===== config.mk =====
export PLATFORM = sky130hd
export DESIGN_NAME = multicycle_ctrl
export DESIGN_NICKNAME = d
export VERILOG_FILES = /design/src/rtl/leg_ctrl_pkg.sv /design/src/rtl/ctrl_decode.sv /design/src/rtl/multicycle_ctrl.sv
export SDC_FILE = /design/constraint.sdc
export NUM_CORES = 1
export LEC_CHECK = 0
export BUFFER_PORTS_ARGS = -buffer_cell sky130_fd_sc_hd__buf_4
export CORE_UTILIZATION = 55
export CTS_CLUSTER_DIAMETER = 120
export DETAILED_ROUTE_END_ITERATION = 6
export PLACE_DENSITY = 0.85
export SLEW_MARGIN = 0
export SYNTH_ARGS = -nofsm -noshare
export SYNTH_HDL_FRONTEND = slang
export SYNTH_SLANG_ARGS = --single-unit

===== constraint.sdc =====
create_clock -name clk -period 10.2 [get_ports clk]
set_clock_uncertainty 0.2 [all_clocks]
set_input_delay 2.04 -clock clk [delete_from_list [all_inputs] [get_ports clk]]
set_output_delay 2.04 -clock clk [all_outputs]
set_load 0.05 [all_outputs]

===== src/rtl/leg_ctrl_pkg.sv =====
// Shared encodings for the multicycle LEGv8 control unit: FSM states, opcode
// patterns, sign-extend modes and ALU operation codes.
package leg_ctrl_pkg;

    localparam logic [2:0] ST_IDLE   = 3'd0;
    localparam logic [2:0] ST_FETCH  = 3'd1;
    localparam logic [2:0] ST_DECODE = 3'd2;
    localparam logic [2:0] ST_EXEC   = 3'd3;
    localparam logic [2:0] ST_MEM    = 3'd4;
    localparam logic [2:0] ST_WB     = 3'd5;
    localparam logic [2:0] ST_TRAP   = 3'd6;

    typedef enum logic [2:0] {
        CLS_ILL   = 3'd0,
        CLS_RTYPE = 3'd1,
        CLS_ITYPE = 3'd2,
        CLS_LDUR  = 3'd3,
        CLS_STUR  = 3'd4,
        CLS_B     = 3'd5,
        CLS_CBZ   = 3'd6
    } instr_class_e;

    // Full 11-bit opcodes, then the fixed prefixes of the wider-field formats.
    localparam logic [10:0] OP_ADD  = 11'b10001011000;
    localparam logic [10:0] OP_SUB  = 11'b11001011000;
    localparam logic [10:0] OP_AND  = 11'b10001010000;
    localparam logic [10:0] OP_ORR  = 11'b10101010000;
    localparam logic [10:0] OP_LDUR = 11'b11111000010;
    localparam logic [10:0] OP_STUR = 11'b11111000000;
    localparam logic [9:0]  OP_ADDI_HI = 10'b1001000100;
    localparam logic [9:0]  OP_SUBI_HI = 10'b1101000100;
    localparam logic [5:0]  OP_B_HI    = 6'b000101;
    localparam logic [7:0]  OP_CBZ_HI  = 8'b10110100;

    localparam logic [1:0] SEU_ALU_IMM = 2'b00;
    localparam logic [1:0] SEU_DT_ADDR = 2'b01;
    localparam logic [1:0] SEU_BR_ADDR = 2'b10;
    localparam logic [1:0] SEU_CB_ADDR = 2'b11;

    localparam logic [3:0] ALU_AND    = 4'b0000;
    localparam logic [3:0] ALU_ORR    = 4'b0001;
    localparam logic [3:0] ALU_ADD    = 4'b0010;
    localparam logic [3:0] ALU_SUB    = 4'b0110;
    localparam logic [3:0] ALU_PASS_B = 4'b0111;

    localparam logic [7:0] MEM_TMO_LAST = 8'hFF;

endpackage


===== src/rtl/ctrl_decode.sv =====
// Combinational opcode classifier: IR[31:21] -> instruction class, sign-extend
// mode, ALU operation and B-operand select.
module ctrl_decode
    import leg_ctrl_pkg::*;
(
    input  logic [10:0]  opcode,
    output instr_class_e cls,
    output logic [1:0]   seu,
    output logic [3:0]   alu_op,
    output logic         alu_src,
    output logic         illegal
);

    always_comb begin
        cls     = CLS_ILL;
        seu     = SEU_ALU_IMM;
        alu_op  = ALU_AND;
        alu_src = 1'b0;
        if (opcode == OP_ADD) begin
            cls    = CLS_RTYPE;
            alu_op = ALU_ADD;
        end else if (opcode == OP_SUB) begin
            cls    = CLS_RTYPE;
            alu_op = ALU_SUB;
        end else if (opcode == OP_AND) begin
            cls    = CLS_RTYPE;
            alu_op = ALU_AND;
        end else if (opcode == OP_ORR) begin
            cls    = CLS_RTYPE;
            alu_op = ALU_ORR;
        end else if (opcode[10:1] == OP_ADDI_HI) begin
            cls     = CLS_ITYPE;
            alu_op  = ALU_ADD;
            alu_src = 1'b1;
        end else if (opcode[10:1] == OP_SUBI_HI) begin
            cls     = CLS_ITYPE;
            alu_op  = ALU_SUB;
            alu_src = 1'b1;
        end else if (opcode == OP_LDUR) begin
            cls     = CLS_LDUR;
            seu     = SEU_DT_ADDR;
            alu_op  = ALU_ADD;
            alu_src = 1'b1;
        end else if (opcode == OP_STUR) begin
            cls     = CLS_STUR;
            seu     = SEU_DT_ADDR;
            alu_op  = ALU_ADD;
            alu_src = 1'b1;
        end else if (opcode[10:5] == OP_B_HI) begin
            cls = CLS_B;
            seu = SEU_BR_ADDR;
        end else if (opcode[10:3] == OP_CBZ_HI) begin
            // CBZ tests the register by passing it through and watching zero.
            cls    = CLS_CBZ;
            seu    = SEU_CB_ADDR;
            alu_op = ALU_PASS_B;
        end
    end

    assign illegal = (cls == CLS_ILL);

endmodule


===== src/rtl/multicycle_ctrl.sv =====
// Multicycle LEGv8 control FSM: sequences fetch/decode/execute/memory/write-back,
// counts retired instructions and traps on illegal opcodes or memory timeouts.
module multicycle_ctrl
    import leg_ctrl_pkg::*;
#(
    // Reset value of the retired-instruction counter.
    parameter logic [31:0] INSTRET_INIT = 32'd0
) (
    input  logic        clk,
    input  logic        reset,
    input  logic [31:0] instr,
    output logic        imem_req,
    input  logic        imem_ack,
    output logic        mem_req,
    output logic        mem_we,
    input  logic        mem_ack,
    input  logic        zero,
    output logic        ir_write,
    output logic [1:0]  seu,
    output logic [3:0]  alu_op,
    output logic        alu_src,
    output logic        reg_write,
    output logic        mem_to_reg,
    output logic        pc_write,
    output logic        pc_src,
    output logic        illegal,
    output logic [31:0] instret
);

    logic [2:0]   state_q, state_d;
    logic [10:0]  opc_q, opc_d;
    logic [7:0]   tmo_q, tmo_d;
    logic [31:0]  instret_q, instret_d;
    logic         illegal_q, illegal_d;
    logic         retire;

    instr_class_e dec_cls;
    logic [1:0]   dec_seu;
    logic [3:0]   dec_alu_op;
    logic         dec_alu_src;
    logic         dec_illegal;

    // Only the opcode field steers control; operand fields go to the datapath IR.
    logic unused_instr_bits;
    assign unused_instr_bits = ^instr[20:0];

    ctrl_decode u_decode (
        .opcode  (opc_q),
        .cls     (dec_cls),
        .seu     (dec_seu),
        .alu_op  (dec_alu_op),
        .alu_src (dec_alu_src),
        .illegal (dec_illegal)
    );

    always_comb begin
        state_d    = state_q;
        opc_d      = opc_q;
        retire     = 1'b0;
        imem_req   = 1'b0;
        mem_req    = 1'b0;
        mem_we     = 1'b0;
        ir_write   = 1'b0;
        seu        = SEU_ALU_IMM;
        alu_op     = ALU_AND;
        alu_src    = 1'b0;
        reg_write  = 1'b0;
        mem_to_reg = 1'b0;
        pc_write   = 1'b0;
        pc_src     = 1'b0;

        case (state_q)
            ST_IDLE: begin
                state_d = ST_FETCH;
            end

            ST_FETCH: begin
                imem_req = 1'b1;
                if (imem_ack) begin
                    ir_write = 1'b1;
                    pc_write = 1'b1;
                    opc_d    = instr[31:21];
                    state_d  = ST_DECODE;
                end
            end

            ST_DECODE: begin
                seu     = dec_seu;
                state_d = dec_illegal ? ST_TRAP : ST_EXEC;
            end

            ST_EXEC: begin
                seu     = dec_seu;
                alu_op  = dec_alu_op;
                alu_src = dec_alu_src;
                case (dec_cls)
                    CLS_RTYPE, CLS_ITYPE: state_d = ST_WB;
                    CLS_LDUR, CLS_STUR:   state_d = ST_MEM;
                    CLS_B: begin
                        pc_write = 1'b1;
                        pc_src   = 1'b1;
                        retire   = 1'b1;
                        state_d  = ST_FETCH;
                    end
                    CLS_CBZ: begin
                        pc_write = zero;
                        pc_src   = 1'b1;
                        retire   = 1'b1;
                        state_d  = ST_FETCH;
                    end
                    default: state_d = ST_TRAP;
                endcase
            end

            ST_MEM: begin
                seu     = dec_seu;
                alu_op  = dec_alu_op;
                alu_src = dec_alu_src;
                mem_req = 1'b1;
                mem_we  = (dec_cls == CLS_STUR);
                if (mem_ack) begin
                    if (dec_cls == CLS_LDUR) begin
                        state_d = ST_WB;
                    end else begin
                        retire  = 1'b1;
                        state_d = ST_FETCH;
                    end
                end else if (tmo_q == MEM_TMO_LAST) begin
                    state_d = ST_TRAP;
                end
            end

            ST_WB: begin
                seu        = dec_seu;
                alu_op     = dec_alu_op;
                alu_src    = dec_alu_src;
                reg_write  = 1'b1;
                mem_to_reg = (dec_cls == CLS_LDUR);
                retire     = 1'b1;
                state_d    = ST_FETCH;
            end

            ST_TRAP: begin
                state_d = ST_TRAP;
            end

            default: begin
                state_d = ST_TRAP;
            end
        endcase
    end

    // The timeout count is zero on the first MEM cycle and 255 on the 256th.
    assign tmo_d     = (state_q == ST_MEM) ? tmo_q + 8'd1 : 8'd0;
    assign instret_d = instret_q + {31'd0, retire};
    assign illegal_d = illegal_q | (state_d == ST_TRAP);

    always_ff @(posedge clk) begin
        if (reset) begin
            state_q   <= ST_IDLE;
            opc_q     <= 11'd0;
            tmo_q     <= 8'd0;
            instret_q <= INSTRET_INIT;
            illegal_q <= 1'b0;
        end else begin
            state_q   <= state_d;
            opc_q     <= opc_d;
            tmo_q     <= tmo_d;
            instret_q <= instret_d;
            illegal_q <= illegal_d;
        end
    end

    assign illegal = illegal_q;
    assign instret = instret_q;

endmodule


==> key figures, run 1 <==
Clock tree
  • Count of clock tree sinks: 55
  • Reg clk slew, reported paths: around 0.09 ns
  • Skew-Pair Late Insertion Delay: just over 0.3 ns
  • Root buffer cell: clkbuf_8
  • Resize count post-CTS: 0
  • Post-CTS Setup Bufs: 0
  • CTS Hold Buffers Added: 0
  • Clk buf depth: 2
  • Num CTS Buffers: 5
  • Htree depth: 2
  • CTS tree: done

Place
  • Place WS: 4.82 ns
  • RD Place Congestion: 0.892
  • # port buffers: 62
  • HPWL Detailed: ~4.4 mm
  • Area after DPL: 3300 um^2

Critical path
  • Buf+Inv Stages, Crit Path: 3
  • WP data arrival: 3.15 ns
  • CP dominant cell by count: buf_4
  • Crit start category: primary input
  • CP max FO: 14
  • CP Capture Type: output port
  • Critical-path cell list: buf_4 -> nand2_1 -> inv_1 -> buf_4
  • R2R Path End: instret[30]$_SDFF_PP0_
  • CP max stage delay: 0.38 ns
  • Critical path's top delay family: buffers and inverters
  • Worst Reg2Reg Path Length in Cells: 16
  • CP max stage cell: nand2_1
  • CP Class: primary input to output port
  • Worst path required time: 7.96 ns
  • R2r startpoint: opc_q[9]$_SDFFE_PP0P_
  • Worst reg-to-reg setup slack: 5.51 ns

STA
  • Tmin final: 5.39 ns
  • Worst-Margin Slew: roughly 0.69 ns
  • Fin. Hold Viols: 0
  • Hold WS: 0.245 ns
  • Relative slew margins: between 50% and 60%
  • Final setup vio count: 0
  • FMAX: between 150 and 200 MHz
  • Worst Slack Setup Final: slightly below 5 ns
  • RSZ-0062 raised after global routing: no
  • Fin crit share: 52.8%
  • Slew Limit Fails: 0
  • Setup TNS: 0 ns

Synthesis
  • Asr flop ratio synth: 0%
  • Synth cell types: 47
  • Main synth FF type: dfxtp_1
  • Post-synth EDFFs: 0
  • Synthesized Nets: ~400
  • Syn Inst Count: 349
  • Seq/Total Area, Yosys: 39.0%
  • Cell Area, Synth: 2820 um^2
  • Synth Register Bits: 55
  • Ys Warns: 0
  • Avg Inst Size Synth: 8.08 um^2

Detailed routing
  • 1st-iter DRT viols: 117
  • DR DRC count: 0
  • Drt pass-1 iters: 4
  • Average wire per standard cell: 12.8 um
  • Post-route ant nets: 0
  • Vias per cell: 5.46
  • Post-Route WL: 6.04 mm
  • Vias: 2,571

Cells and area
  • Layout cell share with drive strength beyond 1: 19.8%
  • Layout overhead on the synthesized area: 20.8%
  • Register Area: 1100 um^2
  • Diode count: 0
  • Fillers: 408
  • Multi-input gate area: 1610 um^2
  • Final instance area: 3410 um^2
  • Fin nets: 449

Floorplanning
  • Starting Density: 58.5%
  • Rows: 25
  • Die Ht: 73.6 um
  • Top Ports: between 80 and 90
  • Chip Width: 73.6 um
  • Core Area: 4820 um^2
  • Die ar.: 5420 um^2

Global route
  • Gr usage total: 23.9%
  • First-pass GRT wire length: 10.1 mm
  • Vias in the first global route: 2,340
  • Largest net degree at the start of global routing: 53
  • Overflow left after global routing: 0
  • Initial antenna violation count: 0

Job
  • Max-Cap Viols: 0

Hold path
  • Hold Crit Class: flop to flop
  • Start point of the worst hold path: tmo_q[0]$_SDFF_PP0_
  • Hold path cells: 1
  • Hold Path End: tmo_q[0]$_SDFF_PP0_

Power and ir drop
  • PD cells: 150 nW/um^2
  • Pleak: 1.32 nW
  • Final Power: 0.000510 W
  • Worst IR Drop VDD: 97.2 uV

Run status
  • Outcome: finished clean
==> cell usage in the layout (no fill, tap or decap), types with 2 or more instances in the layout <==
cell / n
buf_4: 62
dfxtp_1: 55
nor2_1: 45
nand2_1: 44
a21oi_1: 23
nand3_1: 17
xnor2_1: 17
inv_1: 11
xor2_1: 11
and3_1: 10
nor2b_1: 9
nor3_1: 9
o21ai_0: 9
ha_1: 9
clkbuf_8: 7
nand4_1: 6
nor4bb_1: 5
a31oi_1: 5
nor3b_1: 4
nor4_1: 4
and4_1: 4
or3_2: 4
o21bai_1: 3
or4_1: 3
nand2b_1: 3
o21a_1: 2
and2_1: 2
or3_1: 2
mux2_2: 2
==> final cells by class <==
cell class	instances	area share, %
Timing Repair Buffer	62	13.7
Sequential cell	55	32.3
Clock buffer	7	2.83
Tap cell	67	2.46
Multi-Input combinational cell	268	47.3
Clock inverter	1	0.220
Inverter	11	1.21
==> registers in the layout, indices dropped and copies added, names as in the netlist <==
register	count
illegal	1
state_q	3
opc_q	11
tmo_q	8
instret	32
==> worst register-to-register path, stage by stage, from the launching register on <==
cell,delay [ns]
dfxtp_1,0.46
nor4bb_1,0.51
nand2_1,0.13
nor4_1,0.19
nand2_1,0.14
nand3_1,0.14
ha_1,0.20
nor2_1,0.06
nor3_1,0.28
o21bai_1,0.19
ha_1,0.23
ha_1,0.22
nand2_1,0.12
or3_1,0.53
or3_4,0.47
or4_1,0.48
nand2_1,0.08
==> routing by layer <==
| metal | global-route usage, % | routed length (um) | vias up | part of all wire (%) |
|---|---|---|---|---|
| met1 | 28.8 | 2770 | 1193 | 46 |
| met3 | 5.21 | 285 | 6 | 4.7 |
| met4 | 7.26 | 65 | 0 | 1.1 |
| met2 | 42.5 | 2920 | 62 | 48 |
| met5 | 0 | 0 | - | 0 |
| li1 | - | - | 1310 | - |
==> logic make-up (layout without fill, tap and decap cells) <==
group                    count (synthesis)  in the layout  synth area share [%]
other                                    1              1                 0.133
AND/OR/NAND/NOR                        178            178                  32.9
multiplexers                             2              2                 0.799
buffers and inverters                   26             81                  3.86
adder cells (fa/ha/maj)                  9              9                  3.99
XOR/XNOR                                28             28                  8.70
flip-flops                              55             55                  39.0
AO/OA/AOI/OAI                           50             50                  10.6
==> how the worst max path moves through the flow <==
stage / startpoint / to / cells after the start
finish: imem_ack / ir_write / 4
global route: imem_ack / ir_write / 4
CTS: imem_ack / ir_write / 4
detailed placement: imem_ack / ir_write / 4
global placement: imem_ack / ir_write / 4
floorplan: zero / pc_write / 2
==> per-stage QoR <==
stage | utilization, % | instances
after floorplan | - | 349
after global placement | 68.5 | 463
after global routing | 70.7 | 471
final | 70.7 | 471
after detailed placement | 68.5 | 463
after CTS | 70.7 | 471
==> cell usage after synthesis, types with 2 or more instances <==
library cell	number	area (um^2)
clkbuf_1	12	45.0
xnor2_1	17	149
dfxtp_1	55	1100
or3_1	2	12.5
nor3_1	9	45.0
nor3b_1	4	30.0
nor4bb_1	5	50.1
o21ai_0	9	45.0
and2_1	2	12.5
xor2_1	11	96.3
nor2_1	45	169
or3_2	4	30.0
a31oi_1	5	31.3
nor2b_1	9	56.3
nand2_1	44	165
mux2_2	2	22.5
and4_1	4	35.0
inv_1	11	41.3
ha_1	9	113
a21oi_1	23	115
o21a_1	2	15.0
o21bai_1	3	22.5
and3_1	10	62.6
nor4_1	4	25.0
or4_1	3	22.5
nand3_1	17	85.1
nand4_1	6	37.5
nand2b_1	3	18.8
==> power breakdown <==
group | internal [W] | switching [W]
combinational | 0.0000479 | 0.0000818
clock | 0.0000618 | 0.0000676
sequential | 0.000228 | 0.0000223
total | 0.000338 | 0.000172
No activity file was read; power rests on OpenSTA's default activity.
==> inputs of run 2 (changes only) <==
--- a/config.mk
+++ b/config.mk
@@ -6,10 +6,10 @@
 export NUM_CORES = 1
 export LEC_CHECK = 0
 export BUFFER_PORTS_ARGS = -buffer_cell sky130_fd_sc_hd__buf_4
-export CORE_UTILIZATION = 55
+export CORE_UTILIZATION = 51
 export CTS_CLUSTER_DIAMETER = 120
 export DETAILED_ROUTE_END_ITERATION = 6
-export PLACE_DENSITY = 0.85
+export PLACE_DENSITY = 0.79
 export SLEW_MARGIN = 0
 export SYNTH_ARGS = -nofsm -noshare
 export SYNTH_HDL_FRONTEND = slang
==> constraint.sdc (replaced) <==
create_clock -name clk -period 5.2 [get_ports clk]
set_clock_uncertainty 0.2 [all_clocks]
set_input_delay 1.04 -clock clk [delete_from_list [all_inputs] [get_ports clk]]
set_output_delay 1.04 -clock clk [all_outputs]
set_load 0.05 [all_outputs]
==> run 2 against run 1 <==
  * Final area increased by 0.51%
  * Die area rose by 7.6%
  * Critical endpoint is now instret[30]$_SDFF_PP0_
  * Wire length fell by 3.2%
  * Sequential share of layout area fell by 0.17 points
  * Register-to-register slack worse by 4.9 ns
  * Global-route usage is 3.5 points lower
  * Largest cell class unchanged
  * Core utilization is 4.9 points lower
  * Sequential cell count unchanged
  * Cell count increased by 0.64%
  * Sequential power is 96% higher
==> key figures, run 2 (synthesized netlist as in run 1, its figures left out) <==
Clock tree
  • Resize count post-CTS: 0
  • Count of clock tree sinks: 55
  • CTS tree: done
  • Skew-Pair Late Insertion Delay: about 0.30 ns
  • Num CTS Buffers: 5
  • Root buffer cell: clkbuf_8
  • Clk buf depth: 2
  • CTS Hold Buffers Added: 0
  • Post-CTS Setup Bufs: 0
  • Reg clk slew, reported paths: approximately 0.09 ns
  • Htree depth: 2

Place
  • RD Place Congestion: 0.852
  • # port buffers: between 60 and 70
  • Place WS: ~0.68 ns
  • HPWL Detailed: 4.25 mm
  • Placed cells: 466

Cells and area
  • Multi-input gate area: 1610 um^2
  • Util after Layout: 65.8%
  • Fin nets: around 450
  • Max FFs per register: 32
  • Cell Count, Final, Fillers Out: 474
  • Fillers: 471
  • Layout overhead on the synthesized area: 21.4%
  • Layout cell share with drive strength beyond 1: 19.8%
  • Diode count: 0
  • Most frequent cells in the layout: buf_4, dfxtp_1, nor2_1, nand2_1, a21oi_1
  • Most common cell after layout, fill and taps aside: buf_4
  • Register Area: roughly 1100 um^2

STA
  • Setup TNS: 0 ns
  • FMAX: 216 MHz
  • Worst Slack Setup Final: 0.564 ns
  • Fin. Hold Viols: 0
  • Final setup vio count: 0
  • Fin crit share: 89.2%
  • Relative slew margins: between 50 and 60%
  • Tmin final: 4.64 ns
  • RSZ-0062 raised after global routing: no
  • Worst-Margin Slew: 0.720 ns
  • Hold WS: approximately 0.26 ns
  • Slew Limit Fails: 0

Floorplanning
  • Chip Width: 76.4 um
  • Die Ht: 76.4 um
  • Rows: 26
  • Top Ports: 85
  • Starting Density: 54.2%
  • Core Area: 5200 um^2
  • Die ar.: slightly below 6000 um^2

Power and ir drop
  • Worst IR Drop VDD: 172 uV
  • PD cells: approximately 300 nW/um^2
  • Pleak: 1.33 nW

Detailed routing
  • Vias: 2,546
  • 1st-iter DRT viols: 91
  • Drt pass-1 iters: 4
  • Post-route ant nets: 0
  • Post-Route WL: 5.84 mm
  • DR DRC count: 0
  • Vias per cell: 5.37
  • Average wire per standard cell: around 12 um

Critical path
  • Crit start category: flop
  • R2r startpoint: opc_q[9]$_SDFFE_PP0P_
  • CP Capture Type: flop
  • Worst path required time: 5.24 ns
  • CP max FO: 9
  • WP data arrival: 4.68 ns
  • Beginning of the critical path: opc_q[9]$_SDFFE_PP0P_
  • CP Class: flop to flop

Hold path
  • Start point of the worst hold path: tmo_q[0]$_SDFF_PP0_
  • Hold Crit Class: flop to flop

Run status
  • Outcome: finished clean

Global route
  • First-pass GRT wire length: 9.94 mm
  • Initial antenna violation count: 0
  • Overflow left after global routing: 0
  • Vias in the first global route: 2,229
  • Gr usage total: just over 20%
  • Largest net degree at the start of global routing: 53

Job
  • Max-Cap Viols: 0
-- run 2: worst paths after layout --
check / endpoint / slack [ns] / cells past startpoint
hold / removal: tmo_q[0]$_SDFF_PP0_ / 0.26 / 1
hold reg to reg: tmo_q[0]$_SDFF_PP0_ / 0.26 / 1
setup / recovery: instret[30]$_SDFF_PP0_ / 0.56 / 16
setup reg to reg: instret[30]$_SDFF_PP0_ / 0.56 / 16
-- run 2: area by class of cell --
class,count,area share [%]
Clock inverter,2,1.02
Clock buffer,6,2.41
Timing Repair Buffer,62,13.6
Inverter,11,1.21
Multi-Input combinational cell,268,47.0
Tap cell,70,2.56
Sequential cell,55,32.2
-- run 2: layer usage --
metal	routed length (um)	GRT usage, %	vias up
met5	0	0	-
met4	40	4.62	0
met3	270	4.55	4
met2	2690	34.3	51
met1	2840	26.6	1173
li1	-	-	1318
-- run 2: where the power goes --
part | internal [W] | switching [W] | total (W)
logic | 0.0000942 | 0.000160 | 0.000254
registers | 0.000447 | 0.0000417 | 0.000489
clock network | 0.000156 | 0.000130 | 0.000286
total | 0.000697 | 0.000331 | 0.00103
-- run 2: through the flow --
step	area (um^2)	total power (W)
final	3420	0.00103
after global routing	3420	0.00108
after CTS	3420	0.00104
after detailed placement	3310	0.000753
after global placement	3310	0.000747
after floorplan	2820	0.000687
-- run 2: critical path, stage by stage (launching register included) --
cell,delay [ns]
dfxtp_1,0.46
nor4bb_1,0.56
nand2_1,0.13
nor4_1,0.19
nand2_1,0.14
nand3_1,0.15
ha_1,0.21
nor2_1,0.06
nor3_1,0.23
o21bai_1,0.17
ha_1,0.23
ha_1,0.23
nand2_1,0.11
or3_1,0.52
or3_4,0.46
or4_1,0.47
nand2_1,0.07
